### src/rtl/aludec_pkg.sv
`default_nettype none
// ============================================================================
// Module      : aludec_pkg
// Description : Shared encodings for the ALU control decoder and its
//               iterative multiply/divide sequencer.
// Revision    : 1.0 - initial release
// ============================================================================
package aludec_pkg;

  localparam logic [3:0] ALU_NOP   = 4'b0000;
  localparam logic [3:0] ALU_ADD   = 4'b0001;
  localparam logic [3:0] ALU_SUB   = 4'b0010;

  // funct codes 0001..0111 pass straight through as ALU control words
  localparam logic [3:0] F_PASS_LO = 4'b0001;
  localparam logic [3:0] F_PASS_HI = 4'b0111;
  localparam logic [3:0] F_MULU    = 4'b1000;
  localparam logic [3:0] F_DIVU    = 4'b1001;
  localparam logic [3:0] F_MULS    = 4'b1010;
  localparam logic [3:0] F_DIVS    = 4'b1011;

  localparam logic [1:0] AOP_FUNCT = 2'b00;
  localparam logic [1:0] AOP_SUB   = 2'b01;
  localparam logic [1:0] AOP_ADD   = 2'b10;
  localparam logic [1:0] AOP_NOP   = 2'b11;

  typedef enum logic [1:0] {IDLE, RUN, FIN} seq_state_t;

endpackage
`default_nettype wire

### src/rtl/aludec_seq_muldiv_iter.sv
`default_nettype none
// ============================================================================
// Module      : muldiv_iter
// Description : One-bit-per-cycle shift-add multiplier / restoring divider
//               datapath; sequencing is owned by aludec_seq.
// Revision    : 1.0 - initial release
// ============================================================================
module muldiv_iter #(
  parameter  int N  = 32,
  localparam int CW = $clog2(N) + 1
) (
  input  logic          clk,
  input  logic          reset_n,
  input  logic          load,
  input  logic          step,
  input  logic          op_div,
  input  logic [N-1:0]  opa,
  input  logic [N-1:0]  opb,
  output logic [CW-1:0] cnt,
  output logic [N-1:0]  nxt_hi,
  output logic [N-1:0]  nxt_lo
);

  logic [N-1:0]  r_hi;
  logic [N-1:0]  r_lo;
  logic [N-1:0]  r_b;
  logic [CW-1:0] r_cnt;
  logic [N:0]    w_sum;
  logic [N:0]    w_sh;
  logic [N:0]    w_diff;

  // r_hi is the product accumulator or partial remainder; r_lo holds the
  // multiplier or the dividend shifting out while quotient bits shift in.
  always_comb begin
    w_sum  = {1'b0, r_hi} + (r_lo[0] ? {1'b0, r_b} : '0);
    w_sh   = {r_hi, r_lo[N-1]};
    w_diff = w_sh - {1'b0, r_b};
    if (op_div) begin
      nxt_hi = w_diff[N] ? w_sh[N-1:0] : w_diff[N-1:0];
      nxt_lo = {r_lo[N-2:0], ~w_diff[N]};
    end else begin
      nxt_hi = w_sum[N:1];
      nxt_lo = {w_sum[0], r_lo[N-1:1]};
    end
  end

  always_ff @(posedge clk or negedge reset_n) begin
    if (!reset_n) begin
      r_hi  <= '0;
      r_lo  <= '0;
      r_b   <= '0;
      r_cnt <= '0;
    end else if (load) begin
      r_hi  <= '0;
      r_lo  <= opa;
      r_b   <= opb;
      r_cnt <= CW'(N);
    end else if (step) begin
      r_hi  <= nxt_hi;
      r_lo  <= nxt_lo;
      r_cnt <= r_cnt - CW'(1);
    end
  end

  assign cnt = r_cnt;

endmodule
`default_nettype wire

### src/rtl/aludec_seq.sv
`default_nettype none
// ============================================================================
// Module      : aludec_seq
// Description : ALU control decoder with an iterative mul/div sequencer.
//               Define ALUDEC_SIGNED_MULDIV_EN to add signed MUL/DIV.
// Revision    : 1.0 - initial release
// ============================================================================
module aludec_seq
  import aludec_pkg::*;
#(
  parameter int N  = 32,
  parameter int FW = 4
) (
  input  logic          clk,
  input  logic          reset_n,
  input  logic          valid,
  input  logic          kill,
  input  logic [1:0]    aluop,
  input  logic [FW-1:0] funct,
  input  logic [N-1:0]  a,
  input  logic [N-1:0]  b,
  output logic [3:0]    aluctrl,
  output logic          illegal,
  output logic          ready,
  output logic          busy,
  output logic          done,
  output logic [N-1:0]  result_lo,
  output logic [N-1:0]  result_hi,
  output logic          dbz
);

  localparam int CW = $clog2(N) + 1;

  seq_state_t     r_state;
  seq_state_t     w_next;
  logic           w_md;
  logic           w_md_div;
  logic           w_start;
  logic           w_dbz_start;
  logic           w_load;
  logic           w_step;
  logic           w_fin_run;
  logic           r_div;
  logic [N-1:0]   w_opa;
  logic [N-1:0]   w_opb;
  logic [CW-1:0]  w_cnt;
  logic [N-1:0]   w_nxt_hi;
  logic [N-1:0]   w_nxt_lo;
  logic [2*N-1:0] w_prod;
  logic [N-1:0]   w_quo;
  logic [N-1:0]   w_rem;
  logic [N-1:0]   w_res_hi;
  logic [N-1:0]   w_res_lo;
  logic [N-1:0]   r_res_hi;
  logic [N-1:0]   r_res_lo;
  logic           r_dbz;
`ifdef ALUDEC_SIGNED_MULDIV_EN
  logic           w_md_sgn;
  logic           r_sgn;
  logic           r_negq;
  logic           r_negr;
`endif

  always_comb begin
    aluctrl  = ALU_NOP;
    illegal  = 1'b0;
    w_md     = 1'b0;
    w_md_div = 1'b0;
`ifdef ALUDEC_SIGNED_MULDIV_EN
    w_md_sgn = 1'b0;
`endif
    case (aluop)
      AOP_SUB: aluctrl = ALU_SUB;
      AOP_ADD: aluctrl = ALU_ADD;
      AOP_NOP: aluctrl = ALU_NOP;
      default: begin
        if (funct >= FW'(F_PASS_LO) && funct <= FW'(F_PASS_HI)) begin
          aluctrl = funct[3:0];
        end else if (funct == FW'(F_MULU)) begin
          w_md = 1'b1;
        end else if (funct == FW'(F_DIVU)) begin
          w_md     = 1'b1;
          w_md_div = 1'b1;
`ifdef ALUDEC_SIGNED_MULDIV_EN
        end else if (funct == FW'(F_MULS)) begin
          w_md     = 1'b1;
          w_md_sgn = 1'b1;
        end else if (funct == FW'(F_DIVS)) begin
          w_md     = 1'b1;
          w_md_div = 1'b1;
          w_md_sgn = 1'b1;
`endif
        end else begin
          illegal = 1'b1;
        end
      end
    endcase
  end

  // kill beats a coincident issue so an aborted slot never starts
  assign w_start     = valid & ready & ~kill & w_md;
  assign w_dbz_start = w_start & w_md_div & (b == '0);

`ifdef ALUDEC_SIGNED_MULDIV_EN
  assign w_opa = (w_md_sgn && a[N-1]) ? -a : a;
  assign w_opb = (w_md_sgn && b[N-1]) ? -b : b;
`else
  assign w_opa = a;
  assign w_opb = b;
`endif

  always_ff @(posedge clk or negedge reset_n) begin
    if (!reset_n) begin
      r_state <= IDLE;
    end else begin
      r_state <= w_next;
    end
  end

  always_comb begin
    w_next    = r_state;
    w_load    = 1'b0;
    w_step    = 1'b0;
    w_fin_run = 1'b0;
    case (r_state)
      IDLE: begin
        if (w_dbz_start) begin
          w_next = FIN;
        end else if (w_start) begin
          w_next = RUN;
          w_load = 1'b1;
        end
      end
      RUN: begin
        if (kill) begin
          w_next = IDLE;
        end else begin
          w_step = 1'b1;
          if (w_cnt == CW'(1)) begin
            w_next    = FIN;
            w_fin_run = 1'b1;
          end
        end
      end
      FIN:     w_next = IDLE;
      default: w_next = IDLE;
    endcase
  end

  always_ff @(posedge clk or negedge reset_n) begin
    if (!reset_n) begin
      r_div  <= 1'b0;
`ifdef ALUDEC_SIGNED_MULDIV_EN
      r_sgn  <= 1'b0;
      r_negq <= 1'b0;
      r_negr <= 1'b0;
`endif
    end else if (w_load) begin
      r_div  <= w_md_div;
`ifdef ALUDEC_SIGNED_MULDIV_EN
      r_sgn  <= w_md_sgn;
      r_negq <= a[N-1] ^ b[N-1];
      r_negr <= a[N-1];
`endif
    end
  end

  muldiv_iter #(.N(N)) u_iter (
    .clk     (clk),
    .reset_n (reset_n),
    .load    (w_load),
    .step    (w_step),
    .op_div  (r_div),
    .opa     (w_opa),
    .opb     (w_opb),
    .cnt     (w_cnt),
    .nxt_hi  (w_nxt_hi),
    .nxt_lo  (w_nxt_lo)
  );

  // Results are captured from the final iteration's next-state values so
  // they are already correct (sign-fixed) during the done cycle.
  always_comb begin
    w_prod = {w_nxt_hi, w_nxt_lo};
    w_quo  = w_nxt_lo;
    w_rem  = w_nxt_hi;
`ifdef ALUDEC_SIGNED_MULDIV_EN
    if (r_sgn && r_negq) begin
      w_prod = -w_prod;
      w_quo  = -w_quo;
    end
    if (r_sgn && r_negr) begin
      w_rem = -w_rem;
    end
`endif
    if (r_div) begin
      w_res_hi = w_rem;
      w_res_lo = w_quo;
    end else begin
      w_res_hi = w_prod[2*N-1:N];
      w_res_lo = w_prod[N-1:0];
    end
  end

  always_ff @(posedge clk or negedge reset_n) begin
    if (!reset_n) begin
      r_res_lo <= '0;
      r_res_hi <= '0;
      r_dbz    <= 1'b0;
    end else if (w_dbz_start) begin
      r_res_lo <= '1;
      r_res_hi <= a;
      r_dbz    <= 1'b1;
    end else if (w_fin_run) begin
      r_res_lo <= w_res_lo;
      r_res_hi <= w_res_hi;
      r_dbz    <= 1'b0;
    end
  end

  assign ready     = (r_state == IDLE);
  assign busy      = (r_state == RUN);
  assign done      = (r_state == FIN);
  assign result_lo = r_res_lo;
  assign result_hi = r_res_hi;
  assign dbz       = r_dbz;

endmodule
`default_nettype wire
### config.mk
export PLATFORM = sky130hd
export DESIGN_NAME = aludec_seq
export DESIGN_NICKNAME = d
export VERILOG_FILES = /design/src/rtl/aludec_pkg.sv /design/src/rtl/aludec_seq_muldiv_iter.sv /design/src/rtl/aludec_seq.sv
export SDC_FILE = /design/constraint.sdc
export NUM_CORES = 1
export LEC_CHECK = 0
export CORE_ASPECT_RATIO = 0.75
export CORE_MARGIN = 1
export CORE_UTILIZATION = 40
export DETAILED_ROUTE_END_ITERATION = 12
export DONT_BUFFER_PORTS = 1
export GPL_TIMING_DRIVEN = 0
export HOLD_SLACK_MARGIN = 0.03
export PLACE_DENSITY = 0.52
export SYNTH_ARGS = -nofsm -noshare
export SYNTH_HDL_FRONTEND = slang
export SYNTH_SLANG_ARGS = --single-unit
### constraint.sdc
create_clock -name clk -period 7.08 [get_ports clk]
set_clock_uncertainty 0.05 [all_clocks]
set_input_delay 2.124 -clock clk [delete_from_list [all_inputs] [get_ports clk]]
set_output_delay 2.124 -clock clk [all_outputs]
set_load 0.02 [all_outputs]
==> results.txt, run 1 <==
The CTS tree is built. The number of buffers added to fix hold violations after cts is 0. The highest metal layer with signal wires is met4. Of the total synthesized cell area, the portion taken by AND, OR, NAND and NOR gates is 0.178.

STA classifies the critical path endpoint as a flop. The via count of the first global-routing pass came out at 11,100. Compared with the post-synthesis result, the final layout area differs by 8.95%. After floorplanning, the core was sized to cover 0.0301 sq mm.

In this run, post-CTS repair resized a total of 0 instances. The path with the worst hold slack has its endpoint at u_iter.r_b[0]. The cell at the root of the clock tree is clkbuf_16. The global placer's final weighted congestion came out at 0.935.

Entering global routing, the biggest net connects 171 pins. The final layout net count is 1,591. After synthesis the cells add up to 0.0123 sq mm.

The post-CTS clock slew at the launch and capture registers of the worst setup and hold paths is 0.07 ns. The via density per instance is 6.35. The post-synthesis average cell area came out at 8.58 sq um.

The final critical-path share of the clock period is 0.802. The commonest non-fill, non-tap cell in the layout is dfrtp_1. The layout cell share with drive strength beyond 1 is 0.0582.

The critical path goes through nor4_1, nand4_1, o41a_1, clkbuf_1, nor2_1, clkbuf_1, a22oi_1, o21ai_0. The worst flop-to-flop path startpoint is u_iter.r_lo[0]. The design internal power is 1.84 mW. The static leakage power came out at 5.85 nW. The maximum clock frequency is 176 MHz. Counting both buffers and inverters, the worst setup path holds a total of 2.

The startpoint identified for the worst hold timing path is u_iter.r_b[0]. The family with the most delay on the worst path is simple AND/OR/NAND/NOR gates. The clock group share of total power came out at 0.353. The minimum hold slack came out at 0.471 ns. The H-tree depth is 4. The number of warnings reported in the yosys synthesis log is 0. The first TritonRoute pass finished after 6 iterations.

The number of nets with antenna violations after routing came out at 0. The count of mapped cells out of synthesis came out at 1,430. The DRC marker count from the first detailed-route iteration came out at 1,206.

The fraction of power consumed by combinational cells came out at 0.238. Measured along the x axis, the die boundary spans 204 microns. The share of synthesized flip-flops with an asynchronous set or reset came out at 1.00. The quantity of I/O buffers inserted on ports is 0.

The shortest clock period the worst path allows after layout is 5.68 ns. The portion of synthesized area spent on multiplexers is 0.0379. The final instance area came out at 0.0134 sq mm. Setup repair after global routing left no endpoint under its margin. The worst setup path is launched from an input port.

The net switching power is 957 uW. The endpoint identified for the worst register-to-register timing path is u_iter.r_hi[29]. The flow ran to the end, and the final reports show no timing, DRC or antenna violations. The routed wire length per instance is 26.1 microns. The worst-case IR drop observed on VDD is 0.000139 V. The total length of routed met2 wires is 20,600 microns. In this run the worst hold path is classified as flop to flop. The cell depth of the worst flop-to-flop path is 11.

The critical path required time came out at 7.40 ns. The sum of negative setup slack is 0 ns. In this run the tightest slew margin relative to its limit is 0.280. The number of distinct library cells after synthesis is 87. Summing all flip-flop and latch instances after layout gives 0.00425 sq mm. The proportion of power drawn by flip-flops and latches is 0.409. The transition time of the tightest slew-check pin is 1.07 ns. The longest clock path from root to sink contains 2 buffers.

The start-to-end type of the worst setup path is input port to flop. The number of endpoints with negative hold slack in the final report is 0. The complex-gate fraction of the synthesized area is 0.290. The number of stages on the worst hold path is 2. The dominant combinational cell family by area after synthesis is compound AO/OA/AOI/OAI gates.

The area of the die came out at 0.0314 sq mm. The number of register bits inferred by synthesis is 170. The final antenna diode count is 0.

The CTS sink count came out at 170. The post-DP HPWL came out at 37,900 microns. The number of design rule violations left after detail routing came out at 0.

The minimum setup slack among reg-to-reg paths is 2.40 ns. The delay of the slowest critical-path stage is 0.89 ns. The overall overflow remaining after global route came out at 0. The total count of max-transition violations in the final report came out at 0. The area of the multi-input gates is 0.00745 sq mm. Of the total synthesized cell area, the portion taken by full adders, half adders and majority gates is 0.0706. By instance count, the cell type seen most on the critical path is clkbuf_1. Summing all placed instances gives a cell area of 0.0128 sq mm. In the layout the commonest cells are dfrtp_1, o21ai_0, nand2_1. Fill cells in the final layout number 3,054. The slowest stage of the critical path belongs to the cell nor4_1. The number of enable-type register cells in the synthesized netlist is 0.

In this run the core area contains 55 standard-cell rows. Of the total synthesized cell area, the portion taken by XOR and XNOR cells is 0.0307. The met1 wire length is 23,300 microns.

The total CTS buffers is 17. Summing over every cut layer, the via total after detailed routing is 11,800. Across every metal layer, demand over resource in global routing totals 0.312.

The global-route wire length before repair is 72,800 microns. The number of antenna violations at the first check in global routing is 1. The maximum fanout along the worst path is 10.

In the synthesized netlist the dominant register cell turns out to be dfrtp_1. In this run the power density over the cells is 210 mW/mm^2. The final-report setup violation count is 0. The net count of the mapped netlist came out at 1,572. The total of max-cap violations came out at 0. The fraction of the yosys area taken by sequential cells came out at 0.347.

The clock latency reported for the late side of the worst-skew pair is 0.45 ns. Once the clock tree was built, the setup fixing pass inserted 0 buffers. Wires add up to 48,500 microns. The initial utilization of the core area, before any placement, comes to 0.407. The met3 layer wire length in the routed design came out at 3700 microns. For this design the top-level I/O count stands at 147.

From bottom edge to top edge, the die measures 154 microns. The switching share of power is 0.342. The data arrival time at the worst-slack endpoint came out at 6.00 ns.
-- per-stage QoR --
step,power (mW),util,instances,worst slack (ns)
4_1_cts,2.80,0.443,1860,1.47
3_3_place_gp,1.81,0.423,1829,1.06
2_1_floorplan,1.62,-,1430,2.06
3_5_place_dp,1.82,0.424,1829,1.02
6_report,2.80,0.443,1860,1.40
5_1_grt,2.93,0.443,1860,1.34
-- state kept, by name, summed over array words and instances, names as in the netlist --
| signal | flops |
|---|---|
| dbz | 1 |
| r_div | 1 |
| r_state | 2 |
| result_hi | 32 |
| result_lo | 32 |
| u_iter.cnt | 6 |
| u_iter.r_b | 32 |
| u_iter.r_hi | 32 |
| u_iter.r_lo | 32 |
-- area by class of cell --
class,instances,share of cell area
clock inverters,13,0.0118
clock buffers,18,0.0321
flip-flops and latches,170,0.318
well taps,399,0.0374
multi-input cells,1123,0.558
plain buffers,90,0.0293
inverters,47,0.0132
-- kinds of logic after synthesis --
| logic type | count (synthesis) |
|---|---|
| other | 1 |
| AOI/OAI and AO/OA | 525 |
| and+or+nand+nor | 440 |
| adders and majority gates | 68 |
| buffers and inverters | 137 |
| xor gates and xnor gates | 43 |
| DFF | 170 |
| muxes | 46 |
-- power groups by stage --
stage	clock network (mW)	logic, mW	registers (mW)
after floorplan	0	0.497	1.13
after global placement	0	0.649	1.16
after detailed placement	0	0.655	1.16
after CTS	0.997	0.661	1.14
after global routing	1.03	0.743	1.15
final	0.989	0.667	1.14
-- cell usage after synthesis, types with 14 or more instances --
master | n | area share
dfrtp_1 | 170 | 0.35
o21ai_0 | 167 | 0.068
nand2_1 | 138 | 0.042
a21oi_1 | 91 | 0.037
nor2_1 | 91 | 0.028
ha_1 | 66 | 0.067
clkbuf_1 | 65 | 0.020
inv_1 | 47 | 0.014
and2_1 | 45 | 0.023
mux2i_1 | 43 | 0.035
nand3_1 | 37 | 0.015
a21o_1 | 36 | 0.022
a221o_1 | 35 | 0.029
a22oi_1 | 32 | 0.020
nor3_1 | 26 | 0.011
xnor2_1 | 25 | 0.018
o31ai_1 | 18 | 0.011
xor2_1 | 18 | 0.013
and3_1 | 16 | 0.0082
nor4_1 | 16 | 0.0082
buf_2 | 14 | 0.0057
nand4_1 | 14 | 0.0071
-- tightest hold or removal path, cell delays in order, from the launching register on --
cell and delay [ns]:
dfrtp_1 0.38, nand2_1 0.06, nand2_1 0.06
-- layer usage --
layer / up-vias / global-route usage
met1: 5875 / 0.472
met5: - / 0
li1: 5391 / -
met3: 51 / 0.0566
met2: 487 / 0.453
met4: 0 / 0.0785
-- worst max path at each step --
stage | from | endpoint | cells past startpoint
finish | b[26] | u_iter.r_hi[23] | 8
global route | b[26] | u_iter.r_hi[27] | 8
CTS | b[26] | u_iter.r_hi[23] | 8
detailed placement | b[26] | u_iter.r_hi[23] | 8
global placement | b[26] | u_iter.r_hi[27] | 8
floorplan | funct[2] | illegal | 3
(Power assumes the default switching activity.)
==> run 2, diff against run 1 <==
PLACE_DENSITY = 0.54   (was 0.52)
clock period = 4.94 ns   (was 7.08 ns; I/O delays follow)
==> run 2 against run 1 <==
Via count is 2.0% higher. Die area did not move. Combinational power grew 44%. Final area is 0.32% lower. Count of clock-buffer cells in the layout up 1. Power grew 40%. First-iteration DRC count grew 13%. Critical path type unchanged. Largest cell class unchanged.
==> results.txt, run 2 (synthesized netlist as in run 1, its figures left out) <==
The flow ran to the end, and the final reports show no timing, DRC or antenna violations. The total instance count after detailed placement is 1,829 (unchanged). The critical path required time was 5.27 ns (-2.13 ns). The number of gates given a new drive strength after cts came to 0 (unchanged). The fraction of power consumed by combinational cells came out at 0.244 (+0.006). Leaving out fill and tap cells, the most frequent cell in the layout is dfrtp_1. The die boundary width was 204 microns (unchanged). The switching share of power came out at 0.353 (+0.0115).

The final-report setup violation count came out at 0 (unchanged). The pre-CTS setup slack is -0.195 ns (-1.22 ns). The via count of the first global-routing pass is 11,100 (-0.090%). The maximum number of pins on one net before global-route repair came to 171 (unchanged). The final cell count without fillers is 1,861 (+0.054%). The core outline area came out at 0.0301 sq mm (unchanged). The final instance area came to 0.0133 sq mm (-0.32%).

The height of the die is 154 microns (unchanged). From synthesis to final layout, the design area changed by 8.60%. Derived from the worst setup path, the maximum achievable clock frequency is 204 MHz. The number of endpoints with negative hold slack in the final report was 0 (unchanged). The total global routing track utilization came out at 0.311 (-0.00150). The transition time of the tightest slew-check pin is 1.11 ns (+0.0391 ns). The post-detailed-placement cell area came out at 0.0128 sq mm (unchanged). The maximum fanout along the worst path came to 10 (unchanged). The proportion of power drawn by flip-flops and latches came to 0.419 (+0.010). The sum of negative setup slack came out at 0 ns (unchanged). The number of antenna violations at the first check in global routing came out at 0 (-1). The number of nets with antenna violations after routing is 0 (unchanged). The global placer's final weighted congestion was 0.946 (+1.3%).

The static leakage power was 5.83 nW (-0.33%). The total count of max-transition violations in the final report is 0 (unchanged). The utilization after layout came out at 0.442 (-0.00141). The number of design rule violations left after detail routing is 0 (unchanged).

The number of placed I/O pins is 147 (unchanged). The via density per instance came out at 6.47 (+2.0%). The post-DP HPWL is 37,900 microns (about the same).

The total CTS buffers came out at 17 (unchanged). The class of the worst hold path is flop to flop. The layout cell share with drive strength beyond 1 was 0.0581 (about the same).

The quantity of I/O buffers inserted on ports came out at 0 (unchanged). The post-CTS clock slew at the launch and capture registers of the worst setup and hold paths is 0.07 ns (about the same). The number of iterations in the first detailed-routing pass is 8 (+2).

The H-tree depth is 4 (unchanged). The data arrival time at the worst-slack endpoint is 5.23 ns (-0.77 ns). The kind of start point of the critical path is an input port. The overall overflow remaining after global route came to 0 (unchanged). The area of the die was 0.0314 sq mm (unchanged). The relative slew slack is 0.255 (-0.0252). The filler cell count is 3,026 (-0.92%). The final antenna diode count was 0 (unchanged). The clock group share of total power is 0.337 (-0.016). The total wirelength of the detailed-routed design is 48,100 microns (-0.93%). The overall power after layout was 3.93 mW (+40%). The DRC marker count from the first detailed-route iteration came out at 1,360 (+13%). The CTS tree is built.

The number of buffers added to fix hold violations after cts is 0 (unchanged). The global-route wire length before repair is 72,700 microns (-0.12%). The cell at the root of the clock tree is clkbuf_16.

The cell row count is 55 (unchanged). The number of buffers inserted to repair setup after CTS came out at 0 (unchanged). The shortest clock period the worst path allows after layout came out at 4.91 ns.

The starting density of the core is 0.407 (unchanged). The net switching power came out at 1.39 mW (+45%). The maximum ir drop on the vdd rail was 0.000208 V (+50%).

The final layout net count came out at 1,591 (unchanged). The largest buffer count on any clock path was 2 (unchanged). The routed wire length per instance came out at 25.8 microns (-0.98%). The design internal power came out at 2.54 mW (+38%). The CTS sink count came out at 170 (unchanged). The via count came out at 12,000 (+2.0%). The clock latency reported for the late side of the worst-skew pair came to 0.46 ns (about the same). The power per cell area is 295 mW/mm^2 (+41%). Setup repair after global routing left no endpoint under its margin. The endpoint class of the critical path is a flop. The final critical-path share of the clock period came out at 0.993. The total of max-cap violations came to 0 (unchanged).

The critical path is of the input port to flop type. The top cell types in the final layout, fill and taps aside, are dfrtp_1, o21ai_0, nand2_1. The worst setup margin is 0.0321 ns (-1.37 ns).

The minimum hold slack came out at 0.474 ns (+0.00298 ns).
[run 2: cell count changes in the layout (fill, tap and decap cells not counted)]
cell and change:
clkinv_4 +1, bufinv_16 -2, clkinv_2 +1, clkbuf_1 +1
[run 2: final cells by class]
class	instances	area (sq um)	area share
tap	399	499	0.0375
clock buffer	19	433	0.0325
multi-input combinational	1123	7450	0.560
sequential	170	4250	0.319
clock inverter	13	111	0.00836
buffer	90	392	0.0294
inverter	47	176	0.0132
[run 2: layer usage]
metal / up-vias / track usage / share of wire
met3: 64 / 0.0445 / 0.085
met1: 5971 / 0.479 / 0.48
met2: 612 / 0.446 / 0.42
met5: - / 0 / 0
li1: 5398 / - / -
met4: 0 / 0.0821 / 0.020
[run 2: worst paths after layout]
check                               start              end  slack, ns  cells after the start
max                                 b[26]  u_iter.r_hi[23]       0.03                      8
min                         u_iter.r_b[0]    u_iter.r_b[0]       0.47                      2
max reg2reg                u_iter.r_lo[0]    result_hi[29]       0.35                     11
min reg2reg                 u_iter.r_b[0]    u_iter.r_b[0]       0.47                      2
max in group asynchronous         reset_n   u_iter.r_b[25]       3.87                      0
min in group asynchronous         reset_n     result_lo[6]       0.66                      0
[run 2: worst max-delay path: stages]
cell,delay [ns]
nor4_1,0.85
nand4_1,0.42
o41a_1,0.51
clkbuf_1,0.27
nor2_1,0.73
clkbuf_1,0.66
a22oi_1,0.19
o21ai_0,0.11
[run 2: power groups by stage]
stage               clock (mW)  sequential [mW]  combinational, mW
floorplan                    0             1.61              0.712
global placement             0             1.67              0.933
detailed placement           0             1.67              0.938
CTS                       1.32             1.64              0.945
global route              1.39             1.66               1.07
finish                    1.33             1.65              0.959
==> run 3, diff against run 2 <==
MAX_ROUTING_LAYER = met4   (was not set)
==> run 3 against run 2 <==
Global-route usage grew 1.1 points. Power grew 1.2%. Via count shrank 0.71%. Sequential power is essentially flat. Largest cell class unchanged. Largest power group unchanged. Highest routed layer unchanged.
==> results.txt, run 3 (synthesized netlist as in run 1, its figures left out) <==
The flow ran to the end, and the final reports show no timing, DRC or antenna violations. The most common cell type on the critical path is clkbuf_1. The DRC marker count from the first detailed-route iteration is 1,377 (+1.3%). The die boundary width was 204 microns (unchanged). The overall overflow remaining after global route was 0 (unchanged). The total of max-cap violations came out at 0 (unchanged). The number of design rule violations left after detail routing came out at 0 (unchanged). The post-DP HPWL is 38,000 microns (+0.38%). The post-detailed-placement cell area is 0.0128 sq mm (unchanged). The switching share of power came to 0.349 (-0.00397). The area of the die came out at 0.0314 sq mm (unchanged). The critical path required time is 5.27 ns (about the same). The buffers plus inverters on the worst setup path came out at 2 (unchanged). The via density per instance came to 6.42 (-0.81%). The CTS sink count is 170 (unchanged). The net switching power came out at 1.39 mW (+0.10%). The commonest non-fill, non-tap cell in the layout is dfrtp_1. The pre-CTS setup slack is -0.228 ns (-0.0327 ns). The total instance count after detailed placement came out at 1,829 (unchanged). The largest individual stage delay along the critical path comes from the cell nor4_1. The core outline area came to 0.0301 sq mm (unchanged). The utilization after layout was 0.443 (+0.00112).

The number of iterations in the first detailed-routing pass is 6 (-2). The fraction of power consumed by combinational cells came out at 0.242 (-0.002). The number of antenna violations at the first check in global routing is 2 (+2).

The final instance area came to 0.0134 sq mm (+0.25%). The H-tree depth came out at 4 (unchanged). The design internal power was 2.59 mW (+1.9%). The clock latency reported for the late side of the worst-skew pair is 0.46 ns (about the same). The cell row count came to 55 (unchanged). The global placer's final weighted congestion is 0.958 (+1.2%). The maximum ir drop on the vdd rail came to 0.000186 V (-11%). The critical path goes through nor4_1, nand4_1, o41a_1, clkbuf_1, nor2_1, clkbuf_1, a22oi_1, o21ai_0. The routed wire length per instance came out at 26.1 microns (+0.97%).

The layout overhead on the synthesized area is 8.88%. The number of endpoints with negative hold slack in the final report came out at 0 (unchanged). The top cell types in the final layout, fill and taps aside, are dfrtp_1, o21ai_0, nand2_1. Among cell families on the critical path, the largest total delay comes from simple AND/OR/NAND/NOR gates. The minimum hold slack is 0.462 ns (-0.0121 ns). The height of the die is 154 microns (unchanged). The cell at the root of the clock tree is clkbuf_16. The filler cell count is 3,042 (+0.53%). The total global routing track utilization is 0.322 (+0.0109). The maximum fanout along the worst path came out at 10 (unchanged).

The final cell count without fillers came out at 1,863 (+0.11%). The transition time of the tightest slew-check pin came out at 1.19 ns (+0.0820 ns). The layout cell share with drive strength beyond 1 is 0.0595 (+0.00137).

By startpoint and endpoint, the worst setup path is classified as input port to flop. The number of buffers added to fix hold violations after cts is 0 (unchanged). The class of the worst hold path is flop to flop. The via count is 12,000 (-0.71%).

The quantity of I/O buffers inserted on ports came out at 0 (unchanged). The total wirelength of the detailed-routed design is 48,600 microns (+1.1%). The proportion of power drawn by flip-flops and latches is 0.413 (-0.006). The number of buffers inserted to repair setup after CTS is 0 (unchanged). The power per cell area is 298 mW/mm^2 (+0.98%).

The final-report setup violation count came out at 0 (unchanged). The delay of the slowest critical-path stage came out at 0.74 ns (-0.11 ns). The final layout net count is 1,591 (unchanged).

The cell depth of the worst flop-to-flop path came to 11 (unchanged). The maximum number of pins on one net before global-route repair came out at 171 (unchanged). The data arrival time at the worst-slack endpoint came to 5.05 ns (-0.18 ns). The relative slew slack is 0.200 (-0.0551).

The total CTS buffers is 17 (unchanged). STA classifies the critical path endpoint as a flop. The static leakage power came out at 5.84 nW (+0.22%).

The worst setup margin came to 0.216 ns (+0.183 ns). The number of placed I/O pins was 147 (unchanged). The total count of max-transition violations in the final report is 0 (unchanged). The starting density of the core is 0.407 (unchanged). The number of nets with antenna violations after routing was 0 (unchanged). The post-CTS clock slew at the launch and capture registers of the worst setup and hold paths is 0.08 ns (about the same). The largest buffer count on any clock path was 2 (unchanged). The global-route wire length before repair is 72,800 microns (+0.16%). The CTS tree is built.

The cell count along the critical path came out at 8 (unchanged). The shortest clock period the worst path allows after layout was 4.72 ns (-0.183 ns). The kind of start point of the critical path is an input port. The number of stages on the worst hold path is 2 (unchanged). The maximum clock frequency is 212 MHz (+3.9%). The via count of the first global-routing pass came out at 11,200 (+0.47%). The clock group share of total power is 0.344 (+0.007). The final critical-path share of the clock period came out at 0.956 (-0.0371). Setup repair after global routing left no endpoint under its margin.
## run 3: changes by cell type in the layout (fill, tap and decap cells not counted)
cell and change:
inv_6 -1, diode_2 +2, clkbuf_1 -1, nor4_1 -1
bufinv_16 +1, nor4_2 +1, clkinv_2 +1
## run 3: worst paths after layout
check | from | to | slack [ns]
hold / removal | u_iter.r_b[0] | u_iter.r_b[0] | 0.46
min in group asynchronous | reset_n | result_lo[6] | 0.66
hold reg to reg | u_iter.r_b[0] | u_iter.r_b[0] | 0.46
setup / recovery | b[1] | u_iter.r_hi[23] | 0.22
max in group asynchronous | reset_n | u_iter.r_b[28] | 3.74
setup reg to reg | u_iter.r_lo[0] | u_iter.r_hi[29] | 0.30
## run 3: power by group through the flow
stage / Sequential, mW / Clock (mW) / Combinational [mW]
3_5_place_dp: 1.67 / 0 / 0.942
2_1_floorplan: 1.61 / 0 / 0.712
6_report: 1.65 / 1.37 / 0.965
4_1_cts: 1.64 / 1.38 / 0.949
3_3_place_gp: 1.67 / 0 / 0.936
5_1_grt: 1.66 / 1.44 / 1.07
## run 3: layout make-up
class	instances	area, sq um	area share
Clock buffer	18	429	0.0321
Inverter	47	176	0.0132
Sequential cell	170	4250	0.319
Multi-Input combinational cell	1123	7460	0.559
Antenna cell	2	5.00	0.000375
Tap cell	399	499	0.0374
Clock inverter	14	138	0.0103
Buffer	90	392	0.0293
## run 3: through the flow
stage               power [mW]  setup TNS, ns
finish                    3.98              0
global route              4.17              0
global placement          2.60         -0.886
CTS                       3.98              0
detailed placement        2.61          -2.93
floorplan                 2.32              0
## run 3: what timing repair did
item	CTS	global route
endpoints found under the setup margin	0	21
endpoints found under the hold margin	0	0
resized for setup	0	1
## run 3: tightest hold or removal path, cell delays in order, from the launching register on
cell and delay (ns):
dfrtp_1 0.38, nand2_1 0.06, nand2_1 0.05
## run 3: layer usage
metal,up-vias,GRT usage,wire [microns]
li1,5407,-,-
met1,5880,0.458,22300
met2,598,0.449,20400
met3,75,0.0803,4790
met4,0,0.0839,1140
met5,-,-,0
